$ cat config.mk
export PLATFORM = sky130hd
export DESIGN_NAME = spi_slave
export DESIGN_NICKNAME = d
export VERILOG_FILES = /design/src/rtl/spi_pkg.sv /design/src/rtl/spi_sync.sv /design/src/rtl/spi_slave.sv
export SDC_FILE = /design/constraint.sdc
export NUM_CORES = 1
export LEC_CHECK = 0
export BUFFER_PORTS_ARGS = -buffer_cell sky130_fd_sc_hd__buf_4
export CORE_ASPECT_RATIO = 0.8
export CORE_MARGIN = 2
export CORE_UTILIZATION = 58
export DETAILED_ROUTE_END_ITERATION = 7
export HOLD_SLACK_MARGIN = 0.12
export PLACE_DENSITY = 0.88
export SYNTH_ARGS = -nofsm -noshare
export SYNTH_HDL_FRONTEND = slang
export SYNTH_HIERARCHICAL = 1
export SYNTH_SLANG_ARGS = --single-unit
$ cat constraint.sdc
create_clock -name clk -period 3.6 [get_ports clk]
set_input_delay 0.54 -clock clk [delete_from_list [all_inputs] [get_ports clk]]
set_output_delay 0.54 -clock clk [all_outputs]
set_load 0.02 [all_outputs]
$ cat src/rtl/spi_pkg.sv
// Shared definitions for the SPI slave: FSM state encoding, default frame
// width and the width of the frame bit counter.
package spi_pkg;

  // Default maximum frame length in bits.
  localparam int DATA_W_DEF = 32;

  // Bit counter width. The counter saturates at DATA_W+1, so this width
  // supports any DATA_W up to 62.
  localparam int CNT_W = 6;

  // Frame controller states.
  typedef enum logic [1:0] {
    WAIT_IDLE = 2'd0,
    IDLE      = 2'd1,
    SHIFT     = 2'd2,
    DONE      = 2'd3
  } spi_state_e;

endpackage : spi_pkg

$ cat src/rtl/spi_sync.sv
// Multi-flop synchronizer for one asynchronous input, followed by rise/fall
// detection against a registered copy of the synchronized level.
// RST_VAL sets the reset level of every flop. Setting it to the line's idle
// level means that leaving reset does not produce a false edge.
module spi_sync #(
  parameter int   STAGES  = 2,
  parameter logic RST_VAL = 1'b0
) (
  input  logic clk,
  input  logic rst_n,
  input  logic i_async,
  output logic o_sync,
  output logic o_rise,
  output logic o_fall
);

  logic [STAGES-1:0] r_chain;
  logic              r_prev;

  // Shift the pin into the synchronizer chain and keep the previous synced level.
  always_ff @(posedge clk or negedge rst_n) begin
    if (!rst_n) begin
      r_chain <= {STAGES{RST_VAL}};
      r_prev  <= RST_VAL;
    end else begin
      r_chain <= (r_chain << 1) | STAGES'(i_async);
      r_prev  <= r_chain[STAGES-1];
    end
  end

  assign o_sync = r_chain[STAGES-1];
  assign o_rise =  r_chain[STAGES-1] & ~r_prev;
  assign o_fall = ~r_chain[STAGES-1] &  r_prev;

endmodule : spi_sync

$ cat src/rtl/spi_slave.sv
// SPI slave with a latch-enable (LE) frame strobe.
// - The master shifts data MSB-first on spi_mosi.
// - Each rising edge of spi_sclk captures one bit.
// - The rising edge of spi_le latches the received word into rx_data/rx_bits.
// - All pins are oversampled by clk through synchronizers.
//   sclk high and low times must each be at least SYNC_STAGES+1 clk periods.
// Optional feature: define SPI_SLAVE_READBACK_EN to enable readback.
//   tx_data is captured at frame start and shifted out on spi_miso,
//   and the tx shift register advances on each falling edge of sclk.
//   If the macro is undefined, spi_miso is tied low and tx_data is ignored.
module spi_slave
  import spi_pkg::*;
#(
  parameter int DATA_W      = DATA_W_DEF,
  parameter int SYNC_STAGES = 2
) (
  input  logic              clk,
  input  logic              rst_n,
  input  logic              spi_sclk,
  input  logic              spi_mosi,
  input  logic              spi_le,
  output logic              spi_miso,
  input  logic [DATA_W-1:0] tx_data,
  output logic [DATA_W-1:0] rx_data,
  output logic [5:0]        rx_bits,
  output logic              rx_valid,
  output logic              frame_err
);

  // The counter stops at this value. A frame that reaches it was longer than DATA_W.
  localparam logic [CNT_W-1:0] CNT_MAX = CNT_W'(DATA_W + 1);

  // Settle timer width. The timer holds WAIT_IDLE until the synchronizers
  // have flushed their reset values.
  localparam int STL_W = $clog2(SYNC_STAGES + 1);

  logic w_sclk_lvl, w_sclk_rise, w_sclk_fall;
  logic w_mosi_sync, w_mosi_rise, w_mosi_fall;
  logic w_le_sync, w_le_rise, w_le_fall;

  spi_sync #(.STAGES(SYNC_STAGES), .RST_VAL(1'b0)) u_sync_sclk (
    .clk    (clk),
    .rst_n  (rst_n),
    .i_async(spi_sclk),
    .o_sync (w_sclk_lvl),
    .o_rise (w_sclk_rise),
    .o_fall (w_sclk_fall)
  );

  spi_sync #(.STAGES(SYNC_STAGES), .RST_VAL(1'b0)) u_sync_mosi (
    .clk    (clk),
    .rst_n  (rst_n),
    .i_async(spi_mosi),
    .o_sync (w_mosi_sync),
    .o_rise (w_mosi_rise),
    .o_fall (w_mosi_fall)
  );

  spi_sync #(.STAGES(SYNC_STAGES), .RST_VAL(1'b1)) u_sync_le (
    .clk    (clk),
    .rst_n  (rst_n),
    .i_async(spi_le),
    .o_sync (w_le_sync),
    .o_rise (w_le_rise),
    .o_fall (w_le_fall)
  );

  spi_state_e         r_state;
  logic [STL_W-1:0]   r_settle;
  logic [DATA_W-1:0]  r_rx_sr;
  logic [CNT_W-1:0]   r_cnt;
  logic [DATA_W-1:0]  r_rx_data;
  logic [CNT_W-1:0]   r_rx_bits;
  logic               r_rx_valid;
  logic               r_frame_err;
`ifdef SPI_SLAVE_READBACK_EN
  logic [DATA_W-1:0]  r_tx_sr;
`endif

  // Frame controller: sequences the frame and owns the shift registers,
  // the bit counter and the registered outputs.
  //
  // State behaviour:
  // - WAIT_IDLE: entered from reset. After the settle time it waits for LE
  //   to be seen high. A frame already in progress when reset is released
  //   is therefore never accepted.
  // - IDLE: waits for the falling edge of LE.
  // - SHIFT: captures bits on sclk rising edges and advances the readback
  //   register on sclk falling edges. A bit whose sclk rise lands in the
  //   same cycle as the LE rise is still counted.
  // - DONE: publishes the result for one cycle, then returns to IDLE.
  always_ff @(posedge clk or negedge rst_n) begin
    if (!rst_n) begin
      r_state     <= WAIT_IDLE;
      r_settle    <= STL_W'(SYNC_STAGES);
      r_rx_sr     <= '0;
      r_cnt       <= '0;
      r_rx_data   <= '0;
      r_rx_bits   <= '0;
      r_rx_valid  <= 1'b0;
      r_frame_err <= 1'b0;
`ifdef SPI_SLAVE_READBACK_EN
      r_tx_sr     <= '0;
`endif
    end else begin
      r_rx_valid  <= 1'b0;
      r_frame_err <= 1'b0;
      case (r_state)
        WAIT_IDLE: begin
          if (r_settle != '0) begin
            r_settle <= r_settle - STL_W'(1);
          end else if (w_le_sync) begin
            r_state <= IDLE;
          end
        end

        IDLE: begin
          if (w_le_fall) begin
            r_state <= SHIFT;
            r_rx_sr <= '0;
            r_cnt   <= '0;
`ifdef SPI_SLAVE_READBACK_EN
            r_tx_sr <= tx_data;
`endif
          end
        end

        SHIFT: begin
          if (w_sclk_rise) begin
            r_rx_sr <= {r_rx_sr[DATA_W-2:0], w_mosi_sync};
            if (r_cnt != CNT_MAX) begin
              r_cnt <= r_cnt + CNT_W'(1);
            end
          end
`ifdef SPI_SLAVE_READBACK_EN
          if (w_sclk_fall) begin
            r_tx_sr <= {r_tx_sr[DATA_W-2:0], 1'b0};
          end
`endif
          if (w_le_rise) begin
            r_state <= DONE;
          end
        end

        DONE: begin
          r_state <= IDLE;
          if (r_cnt != '0) begin
            r_rx_data   <= r_rx_sr;
            r_rx_bits   <= r_cnt;
            r_rx_valid  <= 1'b1;
            r_frame_err <= (r_cnt == CNT_MAX);
          end
        end

        default: r_state <= WAIT_IDLE;
      endcase
    end
  end

  assign rx_data   = r_rx_data;
  assign rx_bits   = r_rx_bits;
  assign rx_valid  = r_rx_valid;
  assign frame_err = r_frame_err;

`ifdef SPI_SLAVE_READBACK_EN
  assign spi_miso = r_tx_sr[DATA_W-1];
`else
  assign spi_miso = 1'b0;
`endif

  // These synchronizer outputs have no consumer in every build. They are
  // gathered here on purpose so the omission is visible.
  logic w_unused_sinks;
  assign w_unused_sinks = ^{w_sclk_lvl, w_sclk_fall, w_mosi_rise, w_mosi_fall, tx_data};

endmodule : spi_slave
==> metrics.md, run 1 <==
| Metric | Value |
|---|---|
| Commonest non-fill, non-tap cells in the layout | sky130_fd_sc_hd__dfrtp_1 (86), sky130_fd_sc_hd__nand2_1 (73), sky130_fd_sc_hd__buf_4 (46) |
| Number of nets produced by synthesis | 363 |
| Number of nets in the final layout | 404 |
| Leading cell type in the layout, fill and taps excluded | sky130_fd_sc_hd__dfrtp_1 |
| WL final | 6.58 mm |
| Final Max Slew Viols | 0 |
| Endpoint arrival time on the critical path | 2730 ps |
| Switching power total | 0.828 mW |
| FF/Latch Area | 2260 sq um |
| Final Hold Viols | 0 |
| Die height | 75.8 um |
| Internal power contribution | 1.73 mW |
| Post CTS Setup Buffer Count | 0 |
| Largest fanout on the critical path | 34 |
| Filler Cell Count | 464 |
| Vias in the first global route | 2234 |
| Number of antenna violations at the first check in global routing | 0 |
| HPWL reported at the end of detailed placement | 4.18 mm |
| Layout overhead on the synthesized area | 16.0% |
| Post-synthesis cell area | 3730 sq um |
| Core area | 6310 sq um |
| Final cycle utilization of the critical path | 68.6% |
| DR vias/cell | 5.35 |
| H-tree Lvls | 3 |
| MaxCap Viol Count | 0 |
| Slew of the pin with the lowest slew margin | 1090 ps |
| Area of the die | 7100 sq um |
| Final setup fails | 0 |
| Overflow left after global routing | 0 |
| Number of standard cells after synthesis | 316 |
| RSZ-0062 raised after global routing | false |
| Setup TNS | 0 ps |
| Clock power frac | 31.5% |
| Clk slew on worst S/H paths | 80 ps |
| Count of TritonRoute iterations in the first routing pass | 4 |
| Number of clock sinks | 90 |
| Pin count of the biggest net entering global routing | 91 |
| Count of vias placed by the detailed router | 2385 |
| IO buf count | 44 |
| Buffer type at the clock tree root | sky130_fd_sc_hd__clkbuf_8 |
| Detail Route Antenna Nets | 0 |
| Required time worst endpoint | 3860 ps |
| Maximum frequency from static timing analysis | 0.405 GHz |
| Worst rel slew slack | 27.3% |
| Minimum clock period | 2470 ps |
| Overall die width | 93.7 um |
| Kind of start point of the critical path | register |
| Starting DRC count in detailed routing | 131 |
| Standard-cell row count | 26 |
| Proportion of layout cells with a drive suffix above 1 | 30.4% |
| Path type of the worst min-delay path | input pin to register |
| Antenna diode instance count | 0 |
| Nature of the critical path endpoint | register |
| Register-to-Register Setup Slack | 1130 ps |
| Max rail drop VDD | 0.352 mV |
| Clock network latency to the later pin of the worst-skew pair | 350 ps |
| Worst-case clock skew | 6.96 ps |
| Initial Utilization | 59.2% |
| Overall power of the completed layout | 2.56 mW |
| Proportion of total power due to net switching | 32.3% |
| Buffer levels on the longest clock path | 2 |
| Logic pwr share | 25.2% |
| I/O pin total | 78 |
| Fraction of power consumed by sequential logic | 43.3% |
| TritonCTS clock tree | done |
| Cts-stage hold buffer count | 0 |
| Final core utilization | 68.6% |
| Pwr per Cell Area | 591 nW/um^2 |
| GRT Total Usage | 19.9% |
| Start-to-end type of the worst setup path | register to register |
| CTS buffer count | 9 |
| Warnings from Yosys | 6 |
| # DRC | 0 |
| Synth Area per Inst | 11.8 sq um |
| Leak | 2.16 nW |
| Gp weighted congestion | 0.869 |
| First-pass GRT wire length | 10.7 mm |
| Result of the run | finished clean |
| Area taken by multi-input logic gates | 1340 sq um |
| Average routed wire per standard cell | 14.7 um |
| Gates resized, CTS repair | 0 |
[worst paths after layout]
path / from / to / cells past startpoint
max: r_state[0] / r_rx_sr[10] / 7
max in group asynchronous: rst_n / rx_bits[2] / 1
min reg2reg: u_sync_sclk/r_chain[0] / u_sync_sclk/r_chain[1] / 0
max reg2reg: r_state[0] / r_rx_sr[10] / 7
min in group asynchronous: rst_n / r_rx_sr[30] / 1
min: spi_le / u_sync_le/r_chain[0] / 1
[state kept, by name, indices dropped and copies added, names as in the netlist]
register and cells:
r_rx_sr 32, rx_bits 6, u_sync_mosi/r_chain 2, u_sync_le/r_prev 1
r_cnt 6, rx_data 32, frame_err 1, u_sync_sclk/r_prev 1
rx_valid 1, r_state 2, u_sync_le/r_chain 2, r_settle 2
u_sync_sclk/r_chain 2
[power by group through the flow]
stage          logic (mW)  registers (mW)  clock network [mW]
3_5_place_dp        0.649            1.13                   0
6_report            0.645            1.11               0.807
4_1_cts             0.653            1.11               0.821
2_1_floorplan       0.513            1.14                   0
5_1_grt             0.721            1.12               0.866
3_3_place_gp        0.615            1.12                   0
[critical path, stage by stage, from the launching register on]
cell                       delay (ps)
sky130_fd_sc_hd__dfrtp_1          430
sky130_fd_sc_hd__inv_1            140
sky130_fd_sc_hd__ha_1             330
sky130_fd_sc_hd__inv_1            200
sky130_fd_sc_hd__o211ai_4         610
sky130_fd_sc_hd__buf_4            420
sky130_fd_sc_hd__nand2_1          110
sky130_fd_sc_hd__o21ai_0          110
[final cells by class]
type | count | share of cell area, %
flip-flops and latches | 90 | 52.1
multi-input cells | 201 | 31.0
repair buffers | 46 | 7.97
clock buffers | 13 | 4.13
well taps | 84 | 2.43
clock inverters | 3 | 1.59
inverters | 9 | 0.780
[per-layer routing]
metal | GRT usage [%] | wire length (um) | vias to the layer above
met5 | 0 | 0 | -
met4 | 5.15 | 52 | 0
met3 | 6.53 | 348 | 10
met2 | 31.8 | 3160 | 73
met1 | 27.0 | 3010 | 1167
li1 | - | - | 1135
[stage by stage]
| stage | cell area [sq um] | setup WS (ps) | hold slack (ps) | instances |
|---|---|---|---|---|
| 2_1_floorplan | 3730 | 2000 | 244 | 316 |
| 3_3_place_gp | 4080 | 1350 | 332 | 430 |
| 3_5_place_dp | 4080 | 1180 | 336 | 430 |
| 4_1_cts | 4330 | 1140 | 284 | 446 |
| 5_1_grt | 4330 | 923 | 270 | 446 |
| 6_report | 4330 | 1130 | 293 | 446 |
Note: power is estimated with default switching activity, not from simulation.
==> run 2, diff against run 1 <==
CORE_UTILIZATION = 49   (was 58)
PLACE_DENSITY = 0.79   (was 0.88)
clock period = 2 ns   (was 3.6 ns; I/O delays follow)
==> run 2 against run 1 <==
Effect of this change:
- sequential share of layout area is 1.5 points lower
- maximum frequency is 35% higher
- die area is 17% higher
- core utilization is 8.3 points lower
- largest power group unchanged
- largest cell class unchanged
- clock skew is 1.9 ps higher
- wire length is 3.3% lower
- via count is 0.67% higher
- final cell count is 7.2% higher
- global-route usage is 2.5 points lower
- count of clock-buffer cells in the layout stayed put
- register-to-register slack worse by 960 ps
==> metrics.md, run 2 (synthesized netlist as in run 1, its figures left out) <==
| Metric | Value |
|---|---|
| Result of the run | finished clean (unchanged) |
| Fraction of power consumed by sequential logic | 43.9% (was 43.3%) |
| Setup WS post-layout | 176 ps (was 1130 ps) |
| Count of vias placed by the detailed router | 2401 (was 2385) |
| Worst-case clock skew | 8.88 ps (was 6.96 ps) |
| Area of the die | 8340 sq um (was 7100 sq um) |
| Maximum frequency from static timing analysis | 0.548 GHz (was 0.405 GHz) |
| TritonCTS clock tree | done (unchanged) |
| I/O pin total | 78 (unchanged) |
| RSZ-0062 raised after global routing | false (unchanged) |
| Initial Utilization | 50.5% (was 59.2%) |
| Starting DRC count in detailed routing | 54 (was 131) |
| Die height | 82.1 um (was 75.8 um) |
| Clk slew on worst S/H paths | 80 ps (about the same) |
| Total placed instance area | 4220 sq um (was 4080 sq um) |
| Logic pwr share | 29.0% (was 25.2%) |
| Worst flop-to-flop path startpoint | r_state[0] (unchanged) |
| Area taken by multi-input logic gates | 1350 sq um (was 1340 sq um) |
| Number of antenna violations at the first check in global routing | 0 (unchanged) |
| Slew of the pin with the lowest slew margin | 562 ps (was 1090 ps) |
| Buffer type at the clock tree root | sky130_fd_sc_hd__clkbuf_8 (unchanged) |
| Filler Cell Count | 593 (was 464) |
| Number of nets in the final layout | 416 (was 404) |
| Met3 Routed Length | 255 um (was 348 um) |
| Detail Route Antenna Nets | 0 (unchanged) |
| Layout overhead on the synthesized area | 19.5% (was 16.0%) |
| Count of TritonRoute iterations in the first routing pass | 4 (unchanged) |
| Proportion of layout cells with a drive suffix above 1 | 31.4% (was 30.4%) |
| Largest fanout on the critical path | 7 (was 34) |
| Required time worst endpoint | 2250 ps (was 3860 ps) |
| Antenna diode instance count | 0 (unchanged) |
| M1 WL | 3.07 mm (was 3.01 mm) |
| Setup TNS | 0 ps (unchanged) |
| Max rail drop VDD | 0.600 mV (was 0.352 mV) |
| Pwr per Cell Area | 1020 nW/um^2 (was 591 nW/um^2) |
| Buffer levels on the longest clock path | 2 (unchanged) |
| H-tree Lvls | 3 (unchanged) |
| CTS buffer count | 9 (unchanged) |
| Overall power of the completed layout | 4.54 mW (was 2.56 mW) |
| Leak | 2.20 nW (was 2.16 nW) |
| IO buf count | 44 (unchanged) |
| # DRC | 0 (unchanged) |
| Start-to-end type of the worst setup path | register to register (unchanged) |
| Gp weighted congestion | 0.805 (was 0.869) |
| Commonest non-fill, non-tap cells in the layout | sky130_fd_sc_hd__dfrtp_1 (86), sky130_fd_sc_hd__nand2_1 (73), sky130_fd_sc_hd__buf_4 (50) (was sky130_fd_sc_hd__dfrtp_1 (86), sky130_fd_sc_hd__nand2_1 (73), sky130_fd_sc_hd__buf_4 (46)) |
| Clock power frac | 27.0% (was 31.5%) |
| Depth of the most critical reg-to-reg path | 6 (was 7) |
| Core area | 7390 sq um (was 6310 sq um) |
| Leading cell type in the layout, fill and taps excluded | sky130_fd_sc_hd__dfrtp_1 (unchanged) |
| Average routed wire per standard cell | 13.3 um (was 14.7 um) |
| FF/Latch Area | 2260 sq um (unchanged) |
| Nature of the critical path endpoint | register (unchanged) |
| Minimum clock period | 1820 ps (was 2470 ps) |
| Clock network latency to the later pin of the worst-skew pair | 360 ps (was 350 ps) |
| Final Hold Viols | 0 (unchanged) |
| Reg-to-reg endpoint | r_state[1] (was r_rx_sr[10]) |
| HPWL reported at the end of detailed placement | 4.43 mm (was 4.18 mm) |
| Overall die width | 102 um (was 93.7 um) |
| Final Max Slew Viols | 0 (unchanged) |
| First-pass GRT wire length | 11.1 mm (was 10.7 mm) |
| Number of clock sinks | 90 (unchanged) |
| Switching power total | 1.48 mW (was 0.828 mW) |
| Final cycle utilization of the critical path | 91.2% (was 68.6%) |
| Hold Startpoint | u_sync_mosi/r_chain[0] (was spi_le) |
| Finished Cell Area | 4460 sq um (was 4330 sq um) |
| WL final | 6.36 mm (was 6.58 mm) |
| Detail Route met2 WL | 2.90 mm (was 3.16 mm) |
| DR vias/cell | 5.02 (was 5.35) |
| Path type of the worst min-delay path | register to register (was input pin to register) |
| Standard-cell row count | 28 (was 26) |
| MaxCap Viol Count | 0 (unchanged) |
| Sink of the worst hold path | u_sync_mosi/r_chain[1] (was u_sync_le/r_chain[0]) |
| Highest routing layer actually used | met4 (unchanged) |
| Min-Delay Path Depth | 0 (was 1) |
| Vias in the first global route | 2328 (was 2234) |
| Proportion of total power due to net switching | 32.7% (was 32.3%) |
| Kind of start point of the critical path | register (unchanged) |
| Setup Slack @ Placement | 132 ps (was 1180 ps) |
| Worst rel slew slack | 62.6% (was 27.3%) |
| Final setup fails | 0 (unchanged) |
| Pin count of the biggest net entering global routing | 49 (was 91) |
| Final core utilization | 60.4% (was 68.6%) |
| Register-to-Register Setup Slack | 180 ps (was 1130 ps) |
| GRT Total Usage | 17.5% (was 19.9%) |
| Overflow left after global routing | 0 (unchanged) |
| Post CTS Setup Buffer Count | 0 (unchanged) |
| Endpoint arrival time on the critical path | 2070 ps (was 2730 ps) |
| Internal power contribution | 3.06 mW (was 1.73 mW) |
## run 2: area by class of cell
cell class / instances / area share (%)
Clock buffer: 13 / 3.56
Clock inverter: 2 / 0.841
Inverter: 9 / 0.757
Multi-Input combinational cell: 201 / 30.2
Sequential cell: 90 / 50.6
Tap cell: 105 / 2.94
Timing Repair Buffer: 58 / 11.1
## run 2: power by group through the flow
stage / registers, mW / logic [mW] / clock network [mW]
after floorplan: 2.05 / 0.924 / 0
after global placement: 2.02 / 1.28 / 0
after detailed placement: 2.03 / 1.31 / 0
after CTS: 1.99 / 1.32 / 1.27
after global routing: 2.01 / 1.47 / 1.33
final: 1.99 / 1.32 / 1.23
## run 2: worst max-delay path by stage
stage	slack, ps	from	end	cells past startpoint
after floorplan	400	r_state[0]	r_state[1]	6
final	180	r_state[0]	r_state[1]	6
after global routing	40	r_state[0]	r_state[1]	6
after global placement	200	r_state[0]	r_cnt[5]	6
after detailed placement	130	r_state[0]	r_state[1]	6
after CTS	120	r_state[0]	r_state[1]	6
## run 2: worst max-delay path, cell delays in order, from the launching register on
cell	delay (ps)
sky130_fd_sc_hd__dfrtp_1	400
sky130_fd_sc_hd__inv_1	110
sky130_fd_sc_hd__ha_1	300
sky130_fd_sc_hd__inv_1	220
sky130_fd_sc_hd__o21ai_0	160
sky130_fd_sc_hd__a21oi_2	180
sky130_fd_sc_hd__mux2_2	350
## run 2: layer usage
layer	vias to the layer above	global-route usage (%)
li1	1170	-
met1	1167	23.0
met2	54	27.2
met3	10	4.26
met4	0	8.51
met5	-	0
## run 2: timing repair
| action | 4_1_cts | 5_1_grt |
|---|---|---|
| endpoints found under the hold margin | 41 | 0 |
| hold buffers | 4 | 0 |
| gates resized for setup | 0 | 2 |
| endpoints found under the setup margin | 0 | 3 |
## run 2: stage by stage
step                      hold WS, ps  cells
after detailed placement          336    459
after global placement            330    459
final                             351    478
after global routing              367    478
after CTS                         355    478
after floorplan                  4.41    316
